==> src/rtl/video_pattern_gen.sv <==
// video_pattern_gen
// Raster video source: generates parameterised line/frame timing and one of
// four 8-bit luminance test patterns for the FIR filter path.
//
// Ports
//   clk      in   pixel clock
//   rst      in   asynchronous reset, active low
//   en_i     in   advance enable; low freezes counters and all outputs
//   pat_i    in   [1:0] pattern select, sampled at frame start
//   level_i  in   [7:0] flat-field level for pattern 3, sampled with pat_i
//   y_o      out  [7:0] luminance, 0 outside the active region
//   dv_o     out  data valid (active region)
//   hs_o     out  horizontal sync, active high
//   vs_o     out  vertical sync, active high (whole lines)
//   sof_o    out  one-enabled-cycle pulse at pixel (0,0)
//   x_o      out  [10:0] pixel column, 0 in blanking
//   y_idx_o  out  [9:0] pixel row, 0 in blanking
module video_pattern_gen #(
    parameter int H_ACTIVE = 1280,
    parameter int H_FP     = 110,
    parameter int H_SYNC   = 40,
    parameter int H_BP     = 220,
    parameter int V_ACTIVE = 720,
    parameter int V_FP     = 5,
    parameter int V_SYNC   = 5,
    parameter int V_BP     = 20
) (
    input  logic        clk,
    input  logic        rst,
    input  logic        en_i,
    input  logic [1:0]  pat_i,
    input  logic [7:0]  level_i,
    output logic [7:0]  y_o,
    output logic        dv_o,
    output logic        hs_o,
    output logic        vs_o,
    output logic        sof_o,
    output logic [10:0] x_o,
    output logic [9:0]  y_idx_o
);

    localparam int H_TOTAL = H_ACTIVE + H_FP + H_SYNC + H_BP;
    localparam int V_TOTAL = V_ACTIVE + V_FP + V_SYNC + V_BP;

    localparam logic [11:0] H_LAST_C   = 12'(H_TOTAL - 1);
    localparam logic [11:0] H_ACT_C    = 12'(H_ACTIVE);
    localparam logic [11:0] H_SYNC_B_C = 12'(H_ACTIVE + H_FP);
    localparam logic [11:0] H_SYNC_E_C = 12'(H_ACTIVE + H_FP + H_SYNC);
    localparam logic [10:0] V_LAST_C   = 11'(V_TOTAL - 1);
    localparam logic [10:0] V_ACT_C    = 11'(V_ACTIVE);
    localparam logic [10:0] V_SYNC_B_C = 11'(V_ACTIVE + V_FP);
    localparam logic [10:0] V_SYNC_E_C = 11'(V_ACTIVE + V_FP + V_SYNC);

    logic [11:0] h_r;
    logic [10:0] v_r;
    logic [1:0]  pat_r;
    logic [7:0]  level_r;

    logic [11:0] h_next_s;
    logic [10:0] v_next_s;
    logic        active_s;
    logic        hsync_s;
    logic        vsync_s;
    logic        sof_s;
    logic [1:0]  pat_eff_s;
    logic [7:0]  level_eff_s;
    logic [7:0]  pix_s;
    logic [10:0] x_s;
    logic [9:0]  row_s;

    // Raster counter advance: h wraps at line end and carries into v.
    always_comb begin
        h_next_s = h_r + 12'd1;
        v_next_s = v_r;
        if (h_r == H_LAST_C) begin
            h_next_s = 12'd0;
            if (v_r == V_LAST_C) begin
                v_next_s = 11'd0;
            end else begin
                v_next_s = v_r + 11'd1;
            end
        end else begin
            v_next_s = v_r;
        end
    end

    // Decode of the current counter state into timing flags and pixel value.
    // At (0,0) the pattern inputs are used directly so the new selection
    // applies to the very first pixel of the frame.
    always_comb begin
        active_s    = (h_r < H_ACT_C) && (v_r < V_ACT_C);
        hsync_s     = (h_r >= H_SYNC_B_C) && (h_r < H_SYNC_E_C);
        vsync_s     = (v_r >= V_SYNC_B_C) && (v_r < V_SYNC_E_C);
        sof_s       = (h_r == 12'd0) && (v_r == 11'd0);
        pat_eff_s   = sof_s ? pat_i : pat_r;
        level_eff_s = sof_s ? level_i : level_r;
        case (pat_eff_s)
            2'd0:    pix_s = h_r[7:0];
            2'd1:    pix_s = v_r[7:0];
            2'd2:    pix_s = (h_r[5] ^ v_r[5]) ? 8'hFF : 8'h00;
            2'd3:    pix_s = level_eff_s;
            default: pix_s = 8'h00;
        endcase
        if (active_s) begin
            x_s   = h_r[10:0];
            row_s = v_r[9:0];
        end else begin
            pix_s = 8'h00;
            x_s   = 11'd0;
            row_s = 10'd0;
        end
    end

    // Counter and frame-pattern latch state; frozen while en_i is low.
    always_ff @(posedge clk or negedge rst) begin
        if (!rst) begin
            h_r     <= 12'd0;
            v_r     <= 11'd0;
            pat_r   <= 2'd0;
            level_r <= 8'd0;
        end else if (en_i) begin
            h_r <= h_next_s;
            v_r <= v_next_s;
            if (sof_s) begin
                pat_r   <= pat_i;
                level_r <= level_i;
            end else begin
                pat_r   <= pat_r;
                level_r <= level_r;
            end
        end else begin
            h_r     <= h_r;
            v_r     <= v_r;
            pat_r   <= pat_r;
            level_r <= level_r;
        end
    end

    // Registered outputs reflecting the counter state before each enabled edge.
    always_ff @(posedge clk or negedge rst) begin
        if (!rst) begin
            y_o     <= 8'd0;
            dv_o    <= 1'b0;
            hs_o    <= 1'b0;
            vs_o    <= 1'b0;
            sof_o   <= 1'b0;
            x_o     <= 11'd0;
            y_idx_o <= 10'd0;
        end else if (en_i) begin
            y_o     <= pix_s;
            dv_o    <= active_s;
            hs_o    <= hsync_s;
            vs_o    <= vsync_s;
            sof_o   <= sof_s;
            x_o     <= x_s;
            y_idx_o <= row_s;
        end else begin
            y_o     <= y_o;
            dv_o    <= dv_o;
            hs_o    <= hs_o;
            vs_o    <= vs_o;
            sof_o   <= sof_o;
            x_o     <= x_o;
            y_idx_o <= y_idx_o;
        end
    end

endmodule

==> config.mk <==
export PLATFORM = sky130hd
export DESIGN_NAME = video_pattern_gen
export DESIGN_NICKNAME = d
export VERILOG_FILES = /design/src/rtl/video_pattern_gen.sv
export SDC_FILE = /design/constraint.sdc
export NUM_CORES = 1
export LEC_CHECK = 0
export CAP_MARGIN = 20
export CORE_AREA = 2 2 67 133
export CTS_CLUSTER_DIAMETER = 40
export DETAILED_ROUTE_END_ITERATION = 16
export DIE_AREA = 0 0 69 135
export REMOVE_ABC_BUFFERS = 1
export SLEW_MARGIN = 20
export SYNTH_ARGS = -nofsm -noshare
export SYNTH_HDL_FRONTEND = slang
export SYNTH_SLANG_ARGS = --single-unit
==> constraint.sdc <==
create_clock -name clk -period 6 [get_ports clk]
set_input_delay 1.2 -clock clk [delete_from_list [all_inputs] [get_ports clk]]
set_output_delay 1.2 -clock clk [all_outputs]
set_load 0.01 [all_outputs]
After elaboration in Yosys (flattened, before gate mapping). Cells that the tools add are included. Widths: inputs -> output; s select.

Register bits: 66. Bits in latches: 0. RAM bits: 0. Memory bits (read-only): 0. Word-level logic and storage cells: 42. Memories: 0.

Add/sub/neg operators: 2. $mul: 0. Div/mod/pow operators: 0. $lt $le $gt $ge: 6. Equality and inequality tests: 5. Shifts and indexed selects: 0. Mux-type cells: 9. Bitwise logic cells: 1. Reduce and logical (&&, ||, !) cells: 8.

Operator list (number): $pmux 8 s4 (1); $lt 12x11->1 const B (2); $mux 8 (3); $lt 11x10->1 const B (2); $mux 11 (2); $add 12x1->12 const B (1); $eq 12x11->1 const B (1); $ge 12x11->1 const B (1); $logic_not 12->1 (1); $mux 12 (1); $add 11x1->11 const B (1); $eq 11x10->1 const B (1); $ge 11x10->1 const B (1); $logic_not 11->1 (1); $mux 10 (1); $eq 2x2->1 const B (2); $logic_and 1x1->1 (4); $eq 2x1->1 const B (1); $logic_not 2->1 (1); $mux 2 (1); $reduce_and 2->1 (1); $xor 1x1->1 (1).

Depth between registers and ports, before layout.
Word-level depth: 6. Mapped depth: 10. Mapped depth without buffers: 8.

Least setup slack after synthesis. No wires, ideal clock.

Path type: input -> register. Start: in en_i. End: reg v_r[10]. Library setup time: 0.079 ns. Data arrival time: 2.221 ns. Data required time: 5.921 ns. Path slack: 3.700 ns. Cell stages on the path: 6. Path buffers: 0. Cell sequence: nor2b_1 nand3_1 nor3_2 nand4_1 nor2_1 xor2_1.

Cells in the longest elaborated chain, start to end: 1.

RTL lines: from (decl) (line 30) `input logic en_i,`; $reduce_and 2->1 (no source line); to (signal assigned) (line 123) `v_r <= v_next_s;`; to (signal assigned) (line 133) `v_r <= v_r;`; to (decl) (line 55) `logic [10:0] v_r;`.

No other way between the ends. A chain may end at the register's enable or synchronous reset.

==> impl_results.md <==
* Placed cell areas at 3850 µm²
* Post CTS Setup Buffer Count at 0
* Hold WC Path Type: reg2reg
* Async set or reset register ratio after synthesis at 100%
* Reg2Reg Launch Point: v_r[1]
* Final Hold Fails at 0
* Setup crit end: y_o[1]
* Distinct cells, synth at 49
* Gr ovfl total at 0
* Post-Synthesis Cells at 331
* DRT Wirelength at just over 8000 µm
* Total Power at 1.63 mW
* Clock slew at reported path FFs at about 50 ps
* Root Driver: clkbuf_16
* CORE AREA at 8230 µm²
* Synth Cell Area at 3430 µm²
* Site Rows at 47
* Final core utilization at 50.7%
* Commonest register cell after synthesis: dfrtp_1
* VDD IR max at 0.206 mV
* # nets final at 385
* Post-CTS Hold Buffers at 0
* Skew final at 5.82 ps
* Fin Hold WS at roughly 480 ps
* Worst Tran Pin Value at 1060 ps
* Max Slew Vio Count at 0
* R2r endpoint: level_r[7]
* Layout Cell Area excl Fill at 4180 µm²
* Worst r2r path cells at 7
* Pre-Repair DR Iteration Count at 4
* Crit path launch type: input port
* Vias in the first global route at approximately 2600
* Port Buffers at 45
* Pwr per Cell Area at 390 nW/µm²
* Dpl hpwl at 5670 µm
* Worst skew pair latency at 330 ps
* Most frequent cells in the layout: 66 x dfrtp_1, 44 x clkdlybuf4s50_1, 35 x o21ai_0
* Crit-path max FO at 30
* Avg Cell Area, Syn at 10.3 µm²
* Reg-to-reg setup timing slack at 3060 ps
* Crit path time final at 3390 ps
* CTS H-Tree Depth at 3
* CP startpoint: en_i
* Vias per cell at 5.63
* Worst Setup End Kind: register
* Tot GR Track Use at 18.8%
* RD Place Congestion at 0.851
* Die W at 69 µm
* Antenna violations before repair at 0
* Starting Density at 41.6%
* Initial DRC Count at 257
* Number of setup violations in the final report at 0
* Antenna Nets Post-Route at 0
* Routed vias at around 2600
* # DRC at 0
* Crit path DAT at ~3600 ps
* Largest net degree at the start of global routing at 67
* MaxCap Viol Count at 0
* Share of cells above drive strength 1 at between 10% and 20%
* Die Y at approximately 140 µm
* Crit Path Category: in2reg
* Die ar. at 9320 µm²
* Register area share after synthesis at 48.2%
* Wire per inst at 17.3 µm
* Cts repair resizes at 0
* Final period util at 56.5%
* Yosys warns at 0
* CTS tree: done
* WP data required at between 6000 and 7000 ps
* Area Overhead vs Synth at 21.9%
* I/O pins at 46
* Setup TNS at 0 ps
* Commonest non-fill, non-tap cell in the layout: dfrtp_1
* Achievable frequency at a little under 0.3 GHz
* First-pass GRT wire length at roughly 14000 µm
* #FFs+latches synth at 66
* Filler cells at 770
* Antenna cell count at 0
* Num CTS Buffers at 9
* Run status: finished clean
* Unrepaired setup endpoints after global routing: false
* Leakage at 1.76 nW
* Worst slew margin at 29.1%
* Clock sink total at 66
* Post-synth EDFFs at 0
* Worst-case clock buffer depth at 2
[final cells by class]
cell class | instances | area (µm²) | share of cell area [%]
clock inverter | 5 | 77.6 | 1.86
clock buffer | 11 | 243 | 5.81
tap | 98 | 123 | 2.94
timing repair buffer | 46 | 453 | 10.8
sequential | 66 | 1650 | 39.6
inverter | 11 | 41.3 | 0.989
multi-input combinational | 232 | 1590 | 38.0
[per-stage QoR]
step                setup WS, ps  std cells
finish                      2610        469
global route                2400        469
CTS                         2600        469
detailed placement          2280        453
global placement            2360        453
floorplan                   3550        309
[critical path, cell delays in order]
cell	delay [ps]
clkdlybuf4s50_1	760
nor2b_1	280
o2111a_1	930
o21ai_0	210
a22oi_1	240
[registers in the layout, summed over array words and instances (netlist names)]
signal   count
y_idx_o     10
pat_r        2
vs_o         1
v_r         11
x_o         11
hs_o         1
dv_o         1
y_o          8
level_r      8
h_r         12
sof_o        1
[worst min path at each step]
stage / from / endpoint / slack (ps) / cells past startpoint
finish: dv_o / dv_o / 480 / 1
global route: dv_o / dv_o / 500 / 1
CTS: dv_o / dv_o / 490 / 1
detailed placement: y_o[7] / y_o[7] / 480 / 1
global placement: dv_o / dv_o / 470 / 1
floorplan: v_r[10] / v_r[10] / 460 / 1
[metal layers]
| layer | wire (µm) | track usage (%) | vias to the layer above |
|---|---|---|---|
| li1 | - | - | 1265 |
| met1 | 3380 | 22.0 | 1314 |
| met4 | 144 | 8.17 | 0 |
| met5 | 0 | 0 | - |
| met2 | 4380 | 33.2 | 53 |
| met3 | 235 | 3.58 | 8 |
[power breakdown]
group	internal [mW]	switching, mW	leakage [nW]
sequential	0.534	0.114	0.872
combinational	0.222	0.190	0.731
clock	0.373	0.194	0.156
total	1.13	0.498	1.76
[kinds of logic (layout without fill, tap and decap cells)]
| kind of cell | Yosys count | after routing | synth area share [%] |
|---|---|---|---|
| adders and majority gates | 6 | 6 | 2.19 |
| and+or+nand+nor | 96 | 96 | 14.8 |
| xor gates and xnor gates | 16 | 16 | 4.09 |
| AOI/OAI and AO/OA | 91 | 91 | 18.0 |
| buffers and inverters | 33 | 73 | 5.48 |
| muxes | 23 | 23 | 7.27 |
| DFF | 66 | 66 | 48.2 |
[cell usage after synthesis (all sizes together) (3+ instances only)]
master	n	area, µm²
dfrtp	66	1650
o21ai	36	184
nand2	27	101
nor2	27	104
a22o	21	185
buf	12	109
mux2	12	139
inv	11	41.3
mux2i	11	110
clkbuf	10	37.5
a21oi	9	45.0
xnor2	9	78.8
nand3	8	40.0
xor2	7	61.3
ha	6	75.1
nand4	6	37.5
nor3	6	35.0
o2bb2ai	6	52.6
a31oi	5	31.3
and3	5	31.3
or3	5	37.5
nor4	4	55.1
nor2b	3	18.8
o31ai	3	22.5
Note: power is estimated with default switching activity, not from simulation.
